File: src/rtl/branch_predict_ctrl.sv
// branch_predict_ctrl: 2-bit PHT branch prediction, EX resolution, next-PC select and flush control
module branch_predict_ctrl #(
    parameter int         IDX_W    = 4,
    parameter logic [1:0] INIT_CTR = 2'b11,
    parameter int         STAT_W   = 32
) (
    input  logic              clk_i,
    input  logic              rst_i,
    input  logic              stall_i,
    input  logic              branch_id_i,
    input  logic [31:0]       pc_id_i,
    input  logic              taken_ex_i,
    output logic              predict_o,
    output logic [1:0]        next_pc_sel_o,
    output logic              flush_if_id_o,
    output logic              flush_id_ex_o,
    output logic              wrong_predict_o,
    output logic [31:0]       ex_pc_plus4_o,
    output logic [STAT_W-1:0] branch_cnt_o,
    output logic [STAT_W-1:0] mispred_cnt_o
);
    localparam int N = 1 << IDX_W;

    logic [1:0]       pht [N];
    logic             ex_v;
    logic             ex_pred;
    logic [IDX_W-1:0] ex_idx;
    logic [IDX_W-1:0] id_idx;
    logic             id_redirect;

    assign id_idx          = pc_id_i[IDX_W+1:2];
    assign predict_o       = branch_id_i & pht[id_idx][1];
    assign wrong_predict_o = ex_v & (ex_pred != taken_ex_i);
    assign id_redirect     = predict_o & ~stall_i;
    assign next_pc_sel_o   = wrong_predict_o ? (taken_ex_i ? 2'd2 : 2'd3) : id_redirect ? 2'd1 : 2'd0;
    assign flush_if_id_o   = wrong_predict_o | id_redirect;
    assign flush_id_ex_o   = wrong_predict_o;

    // Train the resolved branch's counter toward its actual outcome, saturating at both ends
    always_ff @(posedge clk_i or negedge rst_i) begin
        if (!rst_i) begin
            for (int i = 0; i < N; i++) pht[i] <= INIT_CTR;
        end else if (ex_v) begin
            pht[ex_idx] <= taken_ex_i ? ((pht[ex_idx] == 2'b11) ? 2'b11 : pht[ex_idx] + 2'd1)
                                      : ((pht[ex_idx] == 2'b00) ? 2'b00 : pht[ex_idx] - 2'd1);
        end
    end

    // Carry the ID branch into EX; a stall inserts a bubble and a mispredict squashes the ID branch
    always_ff @(posedge clk_i or negedge rst_i) begin
        if (!rst_i) begin
            ex_v          <= 1'b0;
            ex_pred       <= 1'b0;
            ex_idx        <= '0;
            ex_pc_plus4_o <= '0;
        end else if (stall_i || wrong_predict_o) begin
            ex_v <= 1'b0;
        end else begin
            ex_v          <= branch_id_i;
            ex_pred       <= predict_o;
            ex_idx        <= id_idx;
            ex_pc_plus4_o <= pc_id_i + 32'd4;
        end
    end

    // Count every resolved branch and the mispredicted subset, wrapping naturally
    always_ff @(posedge clk_i or negedge rst_i) begin
        if (!rst_i) begin
            branch_cnt_o  <= '0;
            mispred_cnt_o <= '0;
        end else if (ex_v) begin
            branch_cnt_o  <= branch_cnt_o + 1'b1;
            mispred_cnt_o <= mispred_cnt_o + {{(STAT_W-1){1'b0}}, wrong_predict_o};
        end
    end
endmodule
File: config.mk
export PLATFORM = sky130hd
export DESIGN_NAME = branch_predict_ctrl
export DESIGN_NICKNAME = d
export VERILOG_FILES = /design/src/rtl/branch_predict_ctrl.sv
export SDC_FILE = /design/constraint.sdc
export NUM_CORES = 1
export LEC_CHECK = 0
export CAP_MARGIN = 20
export CORE_MARGIN = 2
export CORE_UTILIZATION = 25
export CTS_BUF_LIST = sky130_fd_sc_hd__clkbuf_16
export CTS_CLUSTER_DIAMETER = 30
export DETAILED_ROUTE_END_ITERATION = 10
export GPL_ROUTABILITY_DRIVEN = 0
export GPL_TIMING_DRIVEN = 0
export MAX_ROUTING_LAYER = met4
export PLACE_DENSITY = 0.56
export SYNTH_ARGS = -nofsm -noshare
export SYNTH_HDL_FRONTEND = slang
export SYNTH_SLANG_ARGS = --single-unit
File: constraint.sdc
create_clock -name clk_i -period 2.7 [get_ports clk_i]
set_input_delay 0.27 -clock clk_i [delete_from_list [all_inputs] [get_ports clk_i]]
set_output_delay 0.27 -clock clk_i [all_outputs]
set_load 0.005 [all_outputs]
Word-level counts from Yosys, hierarchy flattened
Index checks and enable logic that the tools add are counted.
W data, S select, Z words.
{ "word_totals": {"reg_bits": 134, "inputBits": 37, "output_inout_bits": 102, "elab_cells": 58} }
{ "op_classes": {"n_addsub": 5, "mux": 16, "n_reduce_logical": 3, "bitwise": 7, "n_lt_le_gt_ge": 3, "n_eq_ne": 2} }
{ "op_table": {"columns": ["operator", "n"], "rows": [
  ["$add A32 B1 Y32", 1],
  ["$add A32 B1 Y32 const B", 1],
  ["$add A32 B3 Y32 const B", 1],
  ["$bwmux W32", 1],
  ["$mux W2", 9],
  ["$bmux W2 S4", 2],
  ["$ge A5 B5 Y1 const B", 2],
  ["$not A4 Y5", 2],
  ["$demux W2 S4", 1],
  ["$lt A5 B1 Y1 const B", 1],
  ["$and A1 B1 Y1", 3],
  ["$mux W1", 3],
  ["$add A2 B1 Y2 const B", 1],
  ["$eq A2 B2 Y1 const B", 1],
  ["$logic_not A2 Y1", 1],
  ["$sub A2 B1 Y2 const B", 1],
  ["$logic_and A1 B1 Y1", 1],
  ["$logic_or A1 B1 Y1", 1],
  ["$ne A1 B1 Y1", 1],
  ["$not A1 Y1", 1],
  ["$or A1 B1 Y1", 1]
]} }

Depth between registers and ports, before layout
Gate-level depths: netlist of the first run.
{ "depth": {"word_depth": 8, "depth_mapped": 10, "mapped_depth_nobuf": 10} }

Worst setup path before layout of the first run
Ideal clock, no wire load.
{ "synth_path": {"kind": "register to register", "start": "reg ex_pred", "end": "reg mispred_cnt_o[28]", "period_less_slack_ps": 2385, "path_stages_with_launch": 11, "path_slack_ps": 315, "arrival_time_ps": 2261, "t_required_ps": 2577, "path_cell_list": "dfrtp_1 > xor2_1 > nand2_1 > inv_1 > ha_1 > ha_1 > nand3_1 > or4_1 > nor3_1 > nand3_1 > xnor2_1"} }
{ "synth_between": {"elab_chain_cells": 3} }
{ "synth_rtl": {"columns": ["element", "line", "source"], "rows": [
  ["start: declaration", "26", "logic ex_pred;"],
  ["start signal: assignment", "60", "ex_pred <= predict_o;"],
  ["$ne A1 B1 Y1", "33", "assign wrong_predict_o = ex_v & (ex_pred != taken_ex_i);"],
  ["$and A1 B1 Y1", "33", null],
  ["named net flush_id_ex_o", "16", "output logic flush_id_ex_o,"],
  ["$add A32 B1 Y32", "73", "mispred_cnt_o <= mispred_cnt_o + {{(STAT_W-1){1'b0}}, wrong_predict_o};"],
  ["end signal: assignment", "73", null],
  ["end: declaration", "20", "output logic [STAT_W-1:0] mispred_cnt_o"]
]} }
The timed path passes the listed nets, and every way through them passes these cells.
A chain may end at the register's enable or synchronous reset.

Worst setup path after layout of the first run
{ "layout_path": {"start": "in pc_id_i[2]", "end": "out predict_o"} }
{ "layout_between": {"elab_chain_cells": 5} }
{ "layout_rtl": {"columns": ["element", "line", "source"], "rows": [
  ["start: declaration", "11", "input logic [31:0] pc_id_i,"],
  ["$not A4 Y5 (implied by the code)", "32", "assign predict_o = branch_id_i & pht[id_idx][1];"],
  ["$bmux W2 S4", "32", null],
  ["$mux W2 (implied by the code) (2 in series)", "32", null],
  ["$and A1 B1 Y1", "32", null],
  ["end: declaration", "13", "output logic predict_o,"]
]} }
No other way between the ends. The select of a mux whose other input is x is not followed.

==> results of run 1 <==
-- worst register-to-register path, stage by stage (launching register included) --
cell	delay [ns]
dfrtp_1	0.40
xor2_1	0.15
nand2_1	0.11
inv_2	0.17
ha_1	0.23
ha_1	0.21
nand3_1	0.10
or4_4	0.54
nor3_4	0.25
nand3_1	0.12
xnor2_1	0.13
-- power groups by stage --
stage	Combinational, mW	Clock, mW	Sequential [mW]
2_1_floorplan	0.524	0	2.52
6_report	1.03	2.50	2.53
3_5_place_dp	1.05	0	2.56
4_1_cts	1.05	2.58	2.53
5_1_grt	1.13	2.67	2.57
3_3_place_gp	1.03	0	2.56
-- cell usage in the layout (no fill, tap or decap), drive strengths merged, types with 31 or more instances in the layout --
cell	count
clkdlybuf4s50	132
dfstp	32
nor2	34
xnor2	63
nand2	90
dfrtp	102
nand3	32
o21ai	32
mux2	35
clkbuf	31
-- area by class of cell --
cell class              count  area, um2  area share
clock buffers              17        425      0.0471
diodes                      1       2.50    0.000277
inverters                  11       41.3     0.00457
repair buffers            141       1420       0.157
flip-flops and latches    134       3390       0.375
well taps                 335        419      0.0464
multi-input cells         429       3000       0.332
clock inverters            15        201      0.0223
plain buffers              25        138      0.0152
-- sequential cells by signal, summed over array words and instances, names as in the netlist --
| signal | cells |
|---|---|
| pht | 32 |
| ex_pc_plus4_o | 32 |
| branch_cnt_o | 32 |
| ex_idx | 4 |
| ex_v | 1 |
| mispred_cnt_o | 32 |
| ex_pred | 1 |
-- routing by layer --
metal | track usage | vias up
met5 | - | -
met4 | 0.0510 | 0
met3 | 0.0294 | 21
met2 | 0.201 | 121
met1 | 0.176 | 2466
li1 | - | 2418
-- per-stage QoR --
stage                     setup slack [ns]   util
final                               0.0648  0.350
after floorplan                      0.315      -
after detailed placement            -0.697  0.323
after CTS                          0.00928  0.349
after global placement               -4.27  0.322
after global routing              -0.00223  0.350
-- what timing repair did --
item                                    4_1_cts  5_1_grt
endpoints found under the setup margin       13        9
hold buffers                                  1        0
hold endpoints to repair                     68        0
pin swaps                                     1        0
buffers inserted                              2        0
gates resized for setup                      17        5
-- synth_stat cells (6+ instances only) --
master / n
dfrtp_1: 102
nand2_1: 90
xnor2_1: 63
mux2_2: 35
nor2_1: 34
dfstp_2: 32
nand3_1: 32
nand4_1: 29
xor2_1: 27
o21ai_0: 18
clkbuf_1: 14
o21ai_1: 14
mux4_2: 13
nor3_1: 12
nor4_1: 12
inv_1: 11
and4_1: 9
and3_1: 7
and2_1: 6
nand3b_1: 6
-- how the worst min path moves through the flow --
| stage | endpoint | slack (ns) | start |
|---|---|---|---|
| 2_1_floorplan | branch_cnt_o[0] | -0.03 | rst_i |
| 3_3_place_gp | mispred_cnt_o[31] | 0.46 | mispred_cnt_o[31] |
| 3_5_place_dp | mispred_cnt_o[20] | 0.33 | rst_i |
| 4_1_cts | ex_idx[2] | 0.20 | pc_id_i[4] |
| 5_1_grt | ex_idx[2] | 0.21 | pc_id_i[4] |
| 6_report | ex_idx[2] | 0.22 | pc_id_i[4] |
-- cells by family (layout without fill, tap and decap cells) --
logic type,Yosys count,after routing,synth area share
and+or+nand+nor,251,251,0.190
DFF,134,134,0.519
xor gates and xnor gates,90,90,0.121
muxes,48,48,0.105
buffers and inverters,36,209,0.0260
AOI/OAI and AO/OA,33,33,0.0264
adders and majority gates,7,7,0.0130
other,0,1,0
==> flow_metrics.env, run 1 <==
export IMPL_finClkSkew_ns=0.0138
export IMPL_critPathLaunch="pc_id_i[2]"
export IMPL_r2r_cells=10
export IMPL_status="finished clean"
export IMPL_power_total_mw=6.07
export IMPL_critical_path_max_stage_delay_ns=0.51
export IMPL_dp_hpwl_mm=12.7
export IMPL_viasPerCell=4.54
export IMPL_grt_pass1_vias=5064
export IMPL_synth_cells=599
export IMPL_vdd_drop_max_v=0.000309
export IMPL_yosysTopAreaCell="dfrtp_1"
export IMPL_top_layer_used="met4"
export IMPL_totalWireLength_mm=17.2
export IMPL_dieHeight_um=166
export IMPL_ios=139
export IMPL_critPathSlowestCell="clkdlybuf4s50_1"
export IMPL_synthTopCellsByArea="dfrtp_1 (39%), dfstp_2 (13%), xnor2_1 (8.4%)"
export IMPL_power_frac_comb=0.170
export IMPL_root_buffer="clkbuf_16"
export IMPL_crit_arrival_ns=2.37
export IMPL_worstMarginPinSlew_ns=0.758
export IMPL_synth_edf_count=0
export IMPL_cts_tree="built"
export IMPL_cp_num_buf_inv=4
export IMPL_placement_rows=59
export IMPL_reg2reg_slack_ns=0.19
export IMPL_async_flop_share=1.00
export IMPL_synth_top_area_frac=0.391
export IMPL_die_width_um=166
export IMPL_r2r_end="mispred_cnt_o[28]"
export IMPL_worstSetupPathDepth=7
export IMPL_vias=5026
export IMPL_grt_antenna_before_repair=1
export IMPL_slew_headroom=0.493
export IMPL_switchingPower_mw=1.58
export IMPL_place_area_mm2=0.00835
export IMPL_placed_cells=1072
export IMPL_switching_share=0.261
export IMPL_cap_viol_max_count=0
export IMPL_min_period_ns=2.64
export IMPL_wl_met3_um=642
export IMPL_layout_drive_gt1_share=0.179
export IMPL_drc_errors=0
export IMPL_cts_buffers=17
export IMPL_htree_levels=4
export IMPL_clk_pin_slew_ns=0.05
export IMPL_areaGrowthSynthToFinish_pct=38.3
export IMPL_endpoint="predict_o"
export IMPL_fin_hold_ws_ns=0.220
export IMPL_clock_latency_ns=0.42
export IMPL_fin_nets=801
export IMPL_fill_cells=2618
export IMPL_power_density_mw_per_mm2=671
export IMPL_critPathTopFamily="multiplexers"
export IMPL_syn_area_per_cell_um2=10.9
export IMPL_die_area_mm2=0.0274
export IMPL_wl_met2_mm=8.02
export IMPL_synth_net_count=641
export IMPL_ys_seq_elements=134
export IMPL_critPathMaxFanout=6
export IMPL_clkPwrFrac=0.413
export IMPL_synth_cell_types=34
export IMPL_final_area_mm2=0.00904
export IMPL_drtIter0Drc=303
export IMPL_core_mm2=0.0258
export IMPL_yosysWarningCount=0
export IMPL_finalSetupViolations=0
export IMPL_yosysSeqAreaShare=0.519
export IMPL_startpoint_type="primary input"
export IMPL_internal_power_mw=4.48
export IMPL_hold_path_class="in2reg"
export IMPL_crit_path_cell_trace="clkdlybuf4s50_1 -> buf_6 -> mux4_2 -> mux4_2 -> nand2_2 -> inv_1 -> dlygate4sd2_1"
export IMPL_floorplan_initialDensity=0.253
export IMPL_grt_overflow_total=0
export IMPL_wl_met1_mm=8.25
export IMPL_port_buffers=137
export IMPL_final_setup_tns_ns=0
export IMPL_finalCritPeriodShare=0.976
export IMPL_slew_viol_final=0
export IMPL_syn_area_mm2=0.00654
export IMPL_cts_buffer_depth=2
export IMPL_ant_nets=0
export IMPL_max_freq_mhz=379
export IMPL_numClockSinks=134
export IMPL_cp_required_ns=2.43
export IMPL_whs_path_depth=3
export IMPL_endpoint_kind="primary output"
export IMPL_grt_usage=0.134
export IMPL_grt_pass1_wl_mm=28.4
export IMPL_drt_pass1_iterations=4
export IMPL_path_class="in2out"
export IMPL_p_leak_nw=3.66
export IMPL_r2r_start="ex_pred"
export IMPL_seqPwrFrac=0.417
export IMPL_synth_flop_cell="dfrtp_1"
export IMPL_grt_max_degree=70
export IMPL_wire_per_inst_um=15.5
export IMPL_fin_cells=1108
export IMPL_finalHoldViolCount=0
export IMPL_cp_common_cell="mux4_2"
No activity file was read; power rests on OpenSTA's default activity.
==> inputs of run 2 (changes only) <==
SKIP_CTS_REPAIR_TIMING = 1   (was not set)
==> flow_metrics.env, run 2 (synthesis results as in run 1) <==
export IMPL_status="finished clean"
export IMPL_die_width_um=166
export IMPL_cts_tree="built"
export IMPL_totalWireLength_mm=17.2
export IMPL_finalHoldViolCount=0
export IMPL_slew_headroom=0.492
export IMPL_grt_antenna_before_repair=1
export IMPL_switchingPower_mw=1.59
export IMPL_crit_path_cell_trace="xor2_1 -> nand2_1 -> inv_2 -> ha_1 -> ha_1 -> nand3_1 -> or4_4 -> nor3_4 -> nand3_1 -> xnor2_1"
export IMPL_endpoint="mispred_cnt_o[28]"
export IMPL_finalCritPeriodShare=0.932
export IMPL_cp_required_ns=3.00
export IMPL_power_density_mw_per_mm2=669
export IMPL_fin_nets=802
export IMPL_switching_share=0.262
export IMPL_clock_latency_ns=0.42
export IMPL_final_setup_tns_ns=0
export IMPL_critPathLaunch="ex_pred"
export IMPL_vias=5040
export IMPL_internal_power_mw=4.48
export IMPL_areaGrowthSynthToFinish_pct=38.8
export IMPL_clkPwrFrac=0.412
export IMPL_fin_hold_ws_ns=0.218
export IMPL_p_leak_nw=3.73
export IMPL_dieHeight_um=166
export IMPL_grt_overflow_total=0
export IMPL_viasPerCell=4.54
export IMPL_placement_rows=59
export IMPL_grt_usage=0.133
export IMPL_worstSetupPathDepth=10
export IMPL_worstMarginPinSlew_ns=0.759
export IMPL_floorplan_initialDensity=0.253
export IMPL_numClockSinks=134
export IMPL_reg2reg_slack_ns=0.18
export IMPL_r2r_cells=10
export IMPL_core_mm2=0.0258
export IMPL_critPathMaxFanout=6
export IMPL_mostFrequentLayoutCells="clkdlybuf4s50_1 (131), dfrtp_1 (102), nand2_1 (89)"
export IMPL_htree_levels=4
export IMPL_port_buffers=137
export IMPL_r2r_start="ex_pred"
export IMPL_clk_pin_slew_ns=0.06
export IMPL_drc_errors=0
export IMPL_critPathTopFamily="simple AND/OR/NAND/NOR gates"
export IMPL_fill_cells=2616
export IMPL_drtIter0Drc=321
export IMPL_slew_viol_final=0
export IMPL_seq_area_mm2=0.00339
export IMPL_grt_pass1_vias=5057
export IMPL_die_area_mm2=0.0274
export IMPL_placed_cells=1072
export IMPL_grt_max_degree=70
export IMPL_cts_buffer_depth=2
export IMPL_ant_nets=0
export IMPL_endpoint_kind="register"
export IMPL_root_buffer="clkbuf_16"
export IMPL_layout_drive_gt1_share=0.177
export IMPL_seqPwrFrac=0.417
export IMPL_wire_per_inst_um=15.5
export IMPL_multi_input_area_mm2=0.00301
export IMPL_startpoint_type="register"
export IMPL_final_util=0.351
export IMPL_fin_cells=1109
export IMPL_critical_path_max_stage_delay_ns=0.54
export IMPL_finClkSkew_ns=0.0151
export IMPL_ios=139
export IMPL_vdd_drop_max_v=0.000310
export IMPL_grt_pass1_wl_mm=28.3
export IMPL_cp_num_buf_inv=1
export IMPL_dp_hpwl_mm=12.7
export IMPL_drt_pass1_iterations=4
export IMPL_cts_buffers=17
export IMPL_path_class="reg2reg"
export IMPL_max_freq_mhz=397
export IMPL_hold_path_class="in2reg"
export IMPL_power_frac_comb=0.171
export IMPL_critPathSlowestCell="or4_4"
export IMPL_crit_arrival_ns=2.82
export IMPL_r2r_end="mispred_cnt_o[28]"
export IMPL_min_period_ns=2.52
export IMPL_layout_commonest_cell="clkdlybuf4s50_1"
export IMPL_cap_viol_max_count=0
export IMPL_finalSetupViolations=0
[run 2: changes by cell type in the layout (fill, tap and decap cells not counted), sizes merged]
cell and delta:
dlygate4sd2 -1, clkdlybuf4s50 -1, buf -1, dlymetal6s2s +4
[run 2: metal layers]
layer | global-route usage | up-vias | share of wire
li1 | - | 2416 | -
met1 | 0.175 | 2476 | 0.47
met2 | 0.201 | 123 | 0.46
met3 | 0.0296 | 25 | 0.043
met4 | 0.0510 | 0 | 0.019
met5 | - | - | 0
[run 2: worst register-to-register path, delay by kind of cell (launching register included)]
family	cells	cell delay [ns]
XOR/XNOR	2	0.29
adder cells (fa/ha/maj)	2	0.44
flip-flops	1	0.40
AND/OR/NAND/NOR	5	1.12
buffers and inverters	1	0.17
[run 2: worst min-delay path by stage]
stage                      start                 to  slack (ns)  depth (start not counted)
2_1_floorplan              rst_i    branch_cnt_o[0]       -0.03                          0
3_5_place_dp               rst_i  mispred_cnt_o[20]        0.33                          1
3_3_place_gp   mispred_cnt_o[31]  mispred_cnt_o[31]        0.46                          1
5_1_grt               pc_id_i[4]          ex_idx[2]        0.21                          3
6_report              pc_id_i[4]          ex_idx[2]        0.22                          3
4_1_cts                    rst_i  mispred_cnt_o[20]       -0.14                          1
[run 2: layout make-up]
class,count,area share
antenna,1,0.000276
buffer,25,0.0152
clock buffer,17,0.0469
clock inverter,15,0.0222
inverter,11,0.00455
multi-input combinational,429,0.331
sequential,134,0.374
tap,335,0.0462
timing repair buffer,142,0.159
[run 2: power groups by stage]
stage          Clock (mW)  Sequential [mW]  Combinational, mW
6_report             2.51             2.53               1.04
5_1_grt              2.67             2.57               1.13
4_1_cts              2.58             2.53               1.05
3_5_place_dp            0             2.56               1.05
3_3_place_gp            0             2.56               1.03
2_1_floorplan           0             2.52              0.524
[run 2: through the flow]
stage | cell area, um2 | worst slack, ns | total power, mW
after CTS | 8980 | -0.562 | 6.16
after global placement | 8330 | -4.27 | 3.59
after detailed placement | 8350 | -0.697 | 3.61
after global routing | 9070 | -0.00223 | 6.38
final | 9070 | 0.184 | 6.07
after floorplan | 6540 | 0.315 | 3.05
==> inputs of run 3 (changes only) <==
PLACE_DENSITY = 0.48   (was 0.56)
==> flow_metrics.env, run 3 (synthesis results as in run 1) <==
export IMPL_cts_buffer_depth=2
export IMPL_cap_viol_max_count=0
export IMPL_port_buffers=137
export IMPL_final_setup_tns_ns=0
export IMPL_grt_overflow_total=0
export IMPL_numClockSinks=134
export IMPL_clock_latency_ns=0.42
export IMPL_drtIter0Drc=231
export IMPL_vdd_drop_max_v=0.000333
export IMPL_hold_path_class="in2reg"
export IMPL_startpoint_type="register"
export IMPL_totalWireLength_mm=17.5
export IMPL_root_buffer="clkbuf_16"
export IMPL_whs_path_depth=3
export IMPL_finalHoldViolCount=0
export IMPL_fin_nets=802
export IMPL_ios=139
export IMPL_placement_rows=59
export IMPL_grt_max_degree=70
export IMPL_mostFrequentLayoutCells="clkdlybuf4s50_1 (131), dfrtp_1 (102), nand2_1 (89)"
export IMPL_path_class="reg2out"
export IMPL_layout_drive_gt1_share=0.177
export IMPL_layout_commonest_cell="clkdlybuf4s50_1"
export IMPL_viasPerCell=4.50
export IMPL_areaGrowthSynthToFinish_pct=39.5
export IMPL_crit_arrival_ns=2.20
export IMPL_layout_setup_ws_ns=0.226
export IMPL_clk_pin_slew_ns=0.06
export IMPL_cts_tree="built"
export IMPL_diodes=0
export IMPL_status="finished clean"
export IMPL_power_total_mw=6.28
export IMPL_finalSetupViolations=0
export IMPL_r2r_cells=10
export IMPL_die_area_mm2=0.0274
export IMPL_slew_headroom=0.512
export IMPL_grt_pass1_vias=5212
export IMPL_endpoint_kind="primary output"
export IMPL_fin_hold_ws_ns=0.230
export IMPL_ant_nets=0
export IMPL_finClkSkew_ns=0.00800
export IMPL_critPathMaxFanout=3
export IMPL_grt_antenna_before_repair=0
export IMPL_rsz0062_at_grt="false"
export IMPL_vias=4977
export IMPL_slew_viol_final=0
export IMPL_core_mm2=0.0258
export IMPL_cts_buffers=17
export IMPL_worstMarginPinSlew_ns=0.729
export IMPL_min_period_ns=2.47
export IMPL_wire_per_inst_um=15.9
export IMPL_dp_hpwl_mm=12.5
export IMPL_htree_levels=4
export IMPL_grt_pass1_wl_mm=29.3
export IMPL_grt_usage=0.137
export IMPL_finalCritPeriodShare=0.916
export IMPL_dieHeight_um=166
export IMPL_power_density_mw_per_mm2=689
export IMPL_final_util=0.353
export IMPL_place_ws_ns=-0.632
export IMPL_fill_cells=2625
export IMPL_floorplan_initialDensity=0.253
export IMPL_drc_errors=0
export IMPL_die_width_um=166
export IMPL_p_leak_nw=3.75
export IMPL_drt_pass1_iterations=4
export IMPL_cp_required_ns=2.43
export IMPL_max_freq_mhz=404
==> run 3: changes by cell type in the layout (fill, tap and decap cells not counted), moves of 2 or more <==
cell	previous run	this run
inv_1	12	10
clkinvlp_4	3	0
bufinv_16	4	6
clkinv_4	1	3
==> run 3: stage by stage <==
step	cells	area (um2)
2_1_floorplan	599	6540
3_3_place_gp	1071	8330
3_5_place_dp	1072	8350
4_1_cts	1103	9030
5_1_grt	1107	9120
6_report	1107	9120
==> run 3: report_power, final <==
part	total [mW]	switching [mW]	internal, mW	leakage (nW)
Sequential	2.54	0.195	2.34	1.67
Clock	2.70	0.952	1.74	0.329
Combinational	1.05	0.459	0.591	1.75
==> run 3: cell type report <==
class / instances / area [um2] / area share
flip-flops and latches: 134 / 3390 / 0.372
clock inverters: 14 / 246 / 0.0270
repair buffers: 142 / 1450 / 0.159
clock buffers: 17 / 425 / 0.0467
multi-input cells: 429 / 3010 / 0.330
inverters: 11 / 41.3 / 0.00453
well taps: 335 / 419 / 0.0460
plain buffers: 25 / 140 / 0.0154
==> run 3: final timing paths <==
check                             startpoint           endpoint  slack (ns)
min                               pc_id_i[4]          ex_idx[2]        0.23
max in group asynchronous              rst_i            pht[17]        1.45
min in group asynchronous              rst_i  mispred_cnt_o[17]        0.41
max                                   pht[1]   next_pc_sel_o[0]        0.23
max reg2reg                          ex_pred  mispred_cnt_o[22]        0.24
min reg2reg                mispred_cnt_o[31]  mispred_cnt_o[31]        0.46
==> run 3: critical path: stages (launching register included) <==
cell and delay [ns]:
dfstp_2 0.38, mux4_2 0.46, mux4_2 0.53, nand2_4 0.09
buf_4 0.11, o21ai_1 0.06, dlymetal6s2s_1 0.17
==> run 3: metal layers <==
layer | up-vias | part of all wire | global-route usage
met5 | - | 0 | -
met4 | 0 | 0.011 | 0.0340
met3 | 12 | 0.042 | 0.0339
met2 | 120 | 0.46 | 0.204
met1 | 2441 | 0.49 | 0.189
li1 | 2404 | - | -
